`config.mk`:
```
export PLATFORM = sky130hd
export DESIGN_NAME = alu_seq_writeback
export DESIGN_NICKNAME = d
export VERILOG_FILES = /design/src/rtl/alu_seq_writeback.sv
export SDC_FILE = /design/constraint.sdc
export NUM_CORES = 1
export LEC_CHECK = 0
export CORE_ASPECT_RATIO = 0.6
export CORE_UTILIZATION = 49
export DETAILED_ROUTE_END_ITERATION = 12
export PLACE_DENSITY = 0.77
export SLEW_MARGIN = 30
export SYNTH_ARGS = -nofsm -noshare
export SYNTH_HDL_FRONTEND = slang
export SYNTH_SLANG_ARGS = --single-unit
```
`constraint.sdc`:
```
create_clock -name clk -period 1.78 [get_ports clk]
set_input_delay 0.356 -clock clk [delete_from_list [all_inputs] [get_ports clk]]
set_output_delay 0.356 -clock clk [all_outputs]
set_load 0.05 [all_outputs]
```
`src/rtl/alu_seq_writeback.sv`:
```
// Execute/write-back stage feeding the 2D register file: single-cycle ALU ops plus an
// iterative shift-add multiply, with a one-cycle one-hot write strobe and registered flags.
module alu_seq_writeback #(
   parameter int DATA_WIDTH = 4
) (
   input  logic                  clk,
   input  logic                  reset,
   input  logic                  op_valid,
   output logic                  op_ready,
   input  logic [2:0]            opcode,
   input  logic [1:0]            src_a,
   input  logic [1:0]            src_b,
   input  logic [1:0]            dst,
   input  logic [DATA_WIDTH-1:0] imm,
   input  logic [DATA_WIDTH-1:0] r0,
   input  logic [DATA_WIDTH-1:0] r1,
   input  logic [DATA_WIDTH-1:0] r2,
   input  logic [DATA_WIDTH-1:0] r3,
   output logic [DATA_WIDTH-1:0] ALUBus,
   output logic [3:0]            regEnable,
   output logic                  flag_zero,
   output logic                  flag_carry,
   output logic                  busy
);

   localparam int CW = $clog2(DATA_WIDTH + 1);

   localparam logic [2:0] OP_ADD = 3'd0;
   localparam logic [2:0] OP_SUB = 3'd1;
   localparam logic [2:0] OP_AND = 3'd2;
   localparam logic [2:0] OP_OR  = 3'd3;
   localparam logic [2:0] OP_XOR = 3'd4;
   localparam logic [2:0] OP_LDI = 3'd5;
   localparam logic [2:0] OP_MUL = 3'd6;
   localparam logic [2:0] OP_CMP = 3'd7;

   typedef enum logic [1:0] {IDLE, MUL, WB} state_t;

   state_t                    state_reg, state_next;
   logic [2:0]                opcode_reg;
   logic [1:0]                dst_reg;
   logic [DATA_WIDTH-1:0]     result_reg;
   logic                      carry_reg;
   logic                      flag_zero_reg;
   logic                      flag_carry_reg;
   logic [2*DATA_WIDTH-1:0]   mcand_reg;
   logic [DATA_WIDTH-1:0]     mplier_reg;
   logic [2*DATA_WIDTH-1:0]   prod_reg;
   logic [CW-1:0]             cnt_reg;

   logic [DATA_WIDTH-1:0]     rf_view [4];
   logic [DATA_WIDTH-1:0]     operand_a, operand_b;
   logic [DATA_WIDTH:0]       sum_ext, diff_ext;
   logic [DATA_WIDTH-1:0]     alu_result;
   logic                      alu_carry;
   logic [2*DATA_WIDTH-1:0]   prod_next;
   logic                      accept;
   logic                      mul_last;
   logic                      wr_en;

   assign rf_view[0] = r0;
   assign rf_view[1] = r1;
   assign rf_view[2] = r2;
   assign rf_view[3] = r3;
   assign operand_a  = rf_view[src_a];
   assign operand_b  = rf_view[src_b];

   // Borrow falls out as the top bit of the zero-extended difference.
   assign sum_ext  = {1'b0, operand_a} + {1'b0, operand_b};
   assign diff_ext = {1'b0, operand_a} - {1'b0, operand_b};

   always_comb begin
      alu_result = '0;
      alu_carry  = 1'b0;
      case (opcode)
         OP_ADD: begin
            alu_result = sum_ext[DATA_WIDTH-1:0];
            alu_carry  = sum_ext[DATA_WIDTH];
         end
         OP_SUB, OP_CMP: begin
            alu_result = diff_ext[DATA_WIDTH-1:0];
            alu_carry  = diff_ext[DATA_WIDTH];
         end
         OP_AND:  alu_result = operand_a & operand_b;
         OP_OR:   alu_result = operand_a | operand_b;
         OP_XOR:  alu_result = operand_a ^ operand_b;
         OP_LDI:  alu_result = imm;
         default: alu_result = '0;
      endcase
   end

   assign prod_next = prod_reg + (mplier_reg[0] ? mcand_reg : '0);
   assign mul_last  = (cnt_reg == CW'(DATA_WIDTH - 1));
   assign accept    = (state_reg == IDLE) && op_valid;

   always_comb begin
      state_next = state_reg;
      case (state_reg)
         IDLE:    if (op_valid) state_next = (opcode == OP_MUL) ? MUL : WB;
         MUL:     if (mul_last) state_next = WB;
         WB:      state_next = IDLE;
         default: state_next = IDLE;
      endcase
   end

   always_ff @(posedge clk or posedge reset) begin
      if (reset) begin
         state_reg      <= IDLE;
         opcode_reg     <= '0;
         dst_reg        <= '0;
         result_reg     <= '0;
         carry_reg      <= 1'b0;
         flag_zero_reg  <= 1'b0;
         flag_carry_reg <= 1'b0;
         mcand_reg      <= '0;
         mplier_reg     <= '0;
         prod_reg       <= '0;
         cnt_reg        <= '0;
      end else begin
         state_reg <= state_next;
         if (accept) begin
            opcode_reg <= opcode;
            dst_reg    <= dst;
            if (opcode == OP_MUL) begin
               mcand_reg  <= {{DATA_WIDTH{1'b0}}, operand_a};
               mplier_reg <= operand_b;
               prod_reg   <= '0;
               cnt_reg    <= '0;
            end else begin
               result_reg <= alu_result;
               carry_reg  <= alu_carry;
            end
         end
         if (state_reg == MUL) begin
            prod_reg   <= prod_next;
            mcand_reg  <= mcand_reg << 1;
            mplier_reg <= mplier_reg >> 1;
            cnt_reg    <= cnt_reg + 1'b1;
            if (mul_last) begin
               result_reg <= prod_next[DATA_WIDTH-1:0];
               carry_reg  <= |prod_next[2*DATA_WIDTH-1:DATA_WIDTH];
            end
         end
         if (state_reg == WB) begin
            flag_zero_reg  <= (result_reg == '0);
            flag_carry_reg <= carry_reg;
         end
      end
   end

   // CMP only updates flags, so it never strobes the register file.
   assign wr_en = (state_reg == WB) && (opcode_reg != OP_CMP);

   genvar gi;
   generate
      for (gi = 0; gi < 4; gi++) begin : g_wr_dec
         assign regEnable[gi] = wr_en && (dst_reg == 2'(gi));
      end
   endgenerate

   assign ALUBus     = result_reg;
   assign flag_zero  = flag_zero_reg;
   assign flag_carry = flag_carry_reg;
   assign op_ready   = (state_reg == IDLE);
   assign busy       = (state_reg != IDLE);

endmodule
```
==> impl_metrics.env <==
export IMPL_status="complete, but fails checks"
export IMPL_violations="negative setup slack"
export IMPL_hpwlAfterDp_mm=5.72
export IMPL_fmaxAchievable_mhz=438
export IMPL_skew_ps=5.75
export IMPL_hp_class="primary input to asynchronous set/reset pin"
export IMPL_ys_flop_type="dfrtp_1"
export IMPL_grt_max_degree=38
export IMPL_die_y_um=60.1
export IMPL_yosys_top_cells_area="dfrtp_1 (34%), ha_1 (9.5%), nand2_1 (6.7%), mux4_2 (6.5%), o21ai_0 (4.4%)"
export IMPL_nets=467
export IMPL_min_period_ps=2280
export IMPL_hold_buffers=0
export IMPL_yosys_top_cells_count="nand2_1 (49), dfrtp_1 (37), o21ai_0 (24)"
export IMPL_synth_top_cell_by_area="dfrtp_1"
export IMPL_antennaDiodeCount=0
export IMPL_maxSlewHeadroom=0.659
export IMPL_fillerInstances=273
export IMPL_netlist_area_leader_share=0.336
export IMPL_cp_data_required_time_ps=1950
export IMPL_utilization=0.832
export IMPL_path_clk_slew_ps=80
export IMPL_critPathBufInv=3
export IMPL_fin_crit_sh=1.28
export IMPL_initial_core_util=0.527
export IMPL_final_setup_tns_ps=-2400
export IMPL_power_leakage_nw=1.93
export IMPL_antenna_left=0
export IMPL_grt_pass1_vias=2877
export IMPL_ys_types=49
export IMPL_yosysWarnings=0
export IMPL_drc=0
export IMPL_dieWidth_um=98.8
export IMPL_synth_edff_count=0
export IMPL_ctsRootBufferMaster="clkbuf_8"
export IMPL_design_core_area_um2=5230
export IMPL_grt_usage=0.311
export IMPL_crit_fanout=3
export IMPL_slew_viol_final=0
export IMPL_grt_overflow=0
export IMPL_synth_fp_nets=362
export IMPL_clk_path_buf_depth=2
export IMPL_worst_pin_slew_ps=512
export IMPL_cp_slowest_stage_delay_ps=420
export IMPL_crit_family="multiplexers"
export IMPL_drive_above_1_share=0.473
export IMPL_wl_per_cell_um=21.1
export IMPL_firstDrtPassIters=6
export IMPL_io_pins=44
export IMPL_worst_ep_arrival_time_ps=2450
export IMPL_crit_type="primary input to register"
export IMPL_rrSetupSlack_ps=-340
export IMPL_area_growth_pct=58.0
export IMPL_vias=3041
export IMPL_crit_slowest_cell="fa_2"
export IMPL_seq_area_frac_synth=0.336
export IMPL_ys_seq_elements=37
export IMPL_rsz0062_at_grt="yes"
export IMPL_dieArea_um2=5930
export IMPL_setup_ws_ps=-503
export IMPL_cts_buffers=5
export IMPL_yosysMostFrequentCell="nand2_1"
export IMPL_cts_tree="yes"
export IMPL_synth_area_um2=2750
export IMPL_r2r_start="mcand_reg[0]$_DFFE_PP0P_"
export IMPL_path_cells="buf_8 > mux4_2 > buf_6 > ha_4 > inv_2 > fa_2 > xnor2_2 > mux2i_2 > nor3_2 > a2111oi_2 > o22ai_1"
export IMPL_globalplace_congestion=0.983
export IMPL_htree_levels=2
export IMPL_worstSetupStartpointType="primary input"
export IMPL_crit_path_end_kind="register"
export IMPL_first_iter_violations=359
export IMPL_reg2regPathDepth=9
export IMPL_routed_wl_mm=10.1
export IMPL_portBuffers=43
export IMPL_cts_sinks=37
export IMPL_synth_cells=306
export IMPL_hold_viol_final=0
export IMPL_insertion_delay_ps=300
export IMPL_max_cap_viol_count=0
export IMPL_p_per_area_nw_per_um2=1210
export IMPL_grt_pass1_wl_mm=13.8
export IMPL_setup_viol=14
export IMPL_viasPerCell=6.36
export IMPL_r2r_end="carry_reg$_DFF_PP0_"
export IMPL_syn_area_per_cell_um2=9.00
export IMPL_num_rows=20
export IMPL_ir_drop_uv=643
export IMPL_synth_async_reset_ratio=1.00
export IMPL_antenna_found_initial=0
[power by group]
group	leakage, nW	total [mW]	switching [mW]	internal, mW
Clock	0.0585	0.791	0.334	0.457
Combinational	1.40	2.92	1.57	1.35
Sequential	0.474	1.54	0.361	1.17
Total	1.93	5.25	2.27	2.98
[logic make-up after synthesis]
group	after synthesis	synth area share
simple gates	116	0.209
compound gates	72	0.169
flops	37	0.336
buf+inv	35	0.0563
fa+ha+maj	24	0.117
mux	13	0.0841
xor+xnor	9	0.0286
[stage by stage]
step	power [mW]	hold slack, ps	setup slack (ps)	instances	area [um2]
after floorplan	2.75	445	-452	306	2830
after global placement	3.59	457	-1050	458	3750
after detailed placement	3.69	470	-1120	458	3750
after CTS	4.78	503	-400	475	4160
after global routing	5.45	524	-565	478	4350
final	5.25	464	-503	478	4350
[per-layer routing]
metal	GRT usage	share of wire
met1	0.380	0.40
met2	0.549	0.44
met3	0.0713	0.097
met4	0.117	0.067
met5	0	0
[repair_timing]
action | CTS | global route
hold endpoints to repair | 0 | 0
endpoints found under the setup margin | 14 | 15
cloned | 0 | 0
resized for setup | 94 | 51
setup buffers | 12 | 5
pin swaps | 31 | 34
[tightest hold or removal path, delay by kind of cell]
family   cells  cell delay [ps]
buf+inv      3              860
[layout make-up]
cell class | instances | area, um2 | share of cell area
multi-input cells | 234 | 2150 | 0.494
repair buffers | 111 | 986 | 0.227
flip-flops and latches | 37 | 927 | 0.213
inverters | 22 | 90.1 | 0.0207
clock buffers | 7 | 86.3 | 0.0198
well taps | 66 | 82.6 | 0.0190
clock inverters | 1 | 30.0 | 0.00690
[cell usage in the layout (no fill, tap or decap), types with 5 or more instances in the layout]
cell / instances
ha_4: 12
buf_2: 5
buf_4: 64
inv_2: 10
nand2_1: 45
a21oi_2: 6
clkbuf_8: 6
ha_1: 6
nor2_1: 5
buf_6: 10
nand3_1: 18
and2_4: 5
nor3_1: 6
inv_1: 9
buf_12: 7
clkbuf_2: 5
dfrtp_1: 36
o21ai_1: 9
o21ai_0: 17
clkdlybuf4s50_1: 14
mux4_2: 8
o211ai_1: 7
[worst max-delay path by stage]
stage                   from                  end  depth (start not counted)
finish              src_a[0]  ALUBus[2]$_DFF_PP0_                         11
global route        src_a[0]  ALUBus[2]$_DFF_PP0_                         11
CTS                 src_a[0]  carry_reg$_DFF_PP0_                         10
detailed placement  src_a[0]  ALUBus[2]$_DFF_PP0_                         11
global placement    src_a[0]  ALUBus[2]$_DFF_PP0_                         11
floorplan           src_a[0]  ALUBus[2]$_DFF_PP0_                         10
Power figures use the tool's default switching activity.
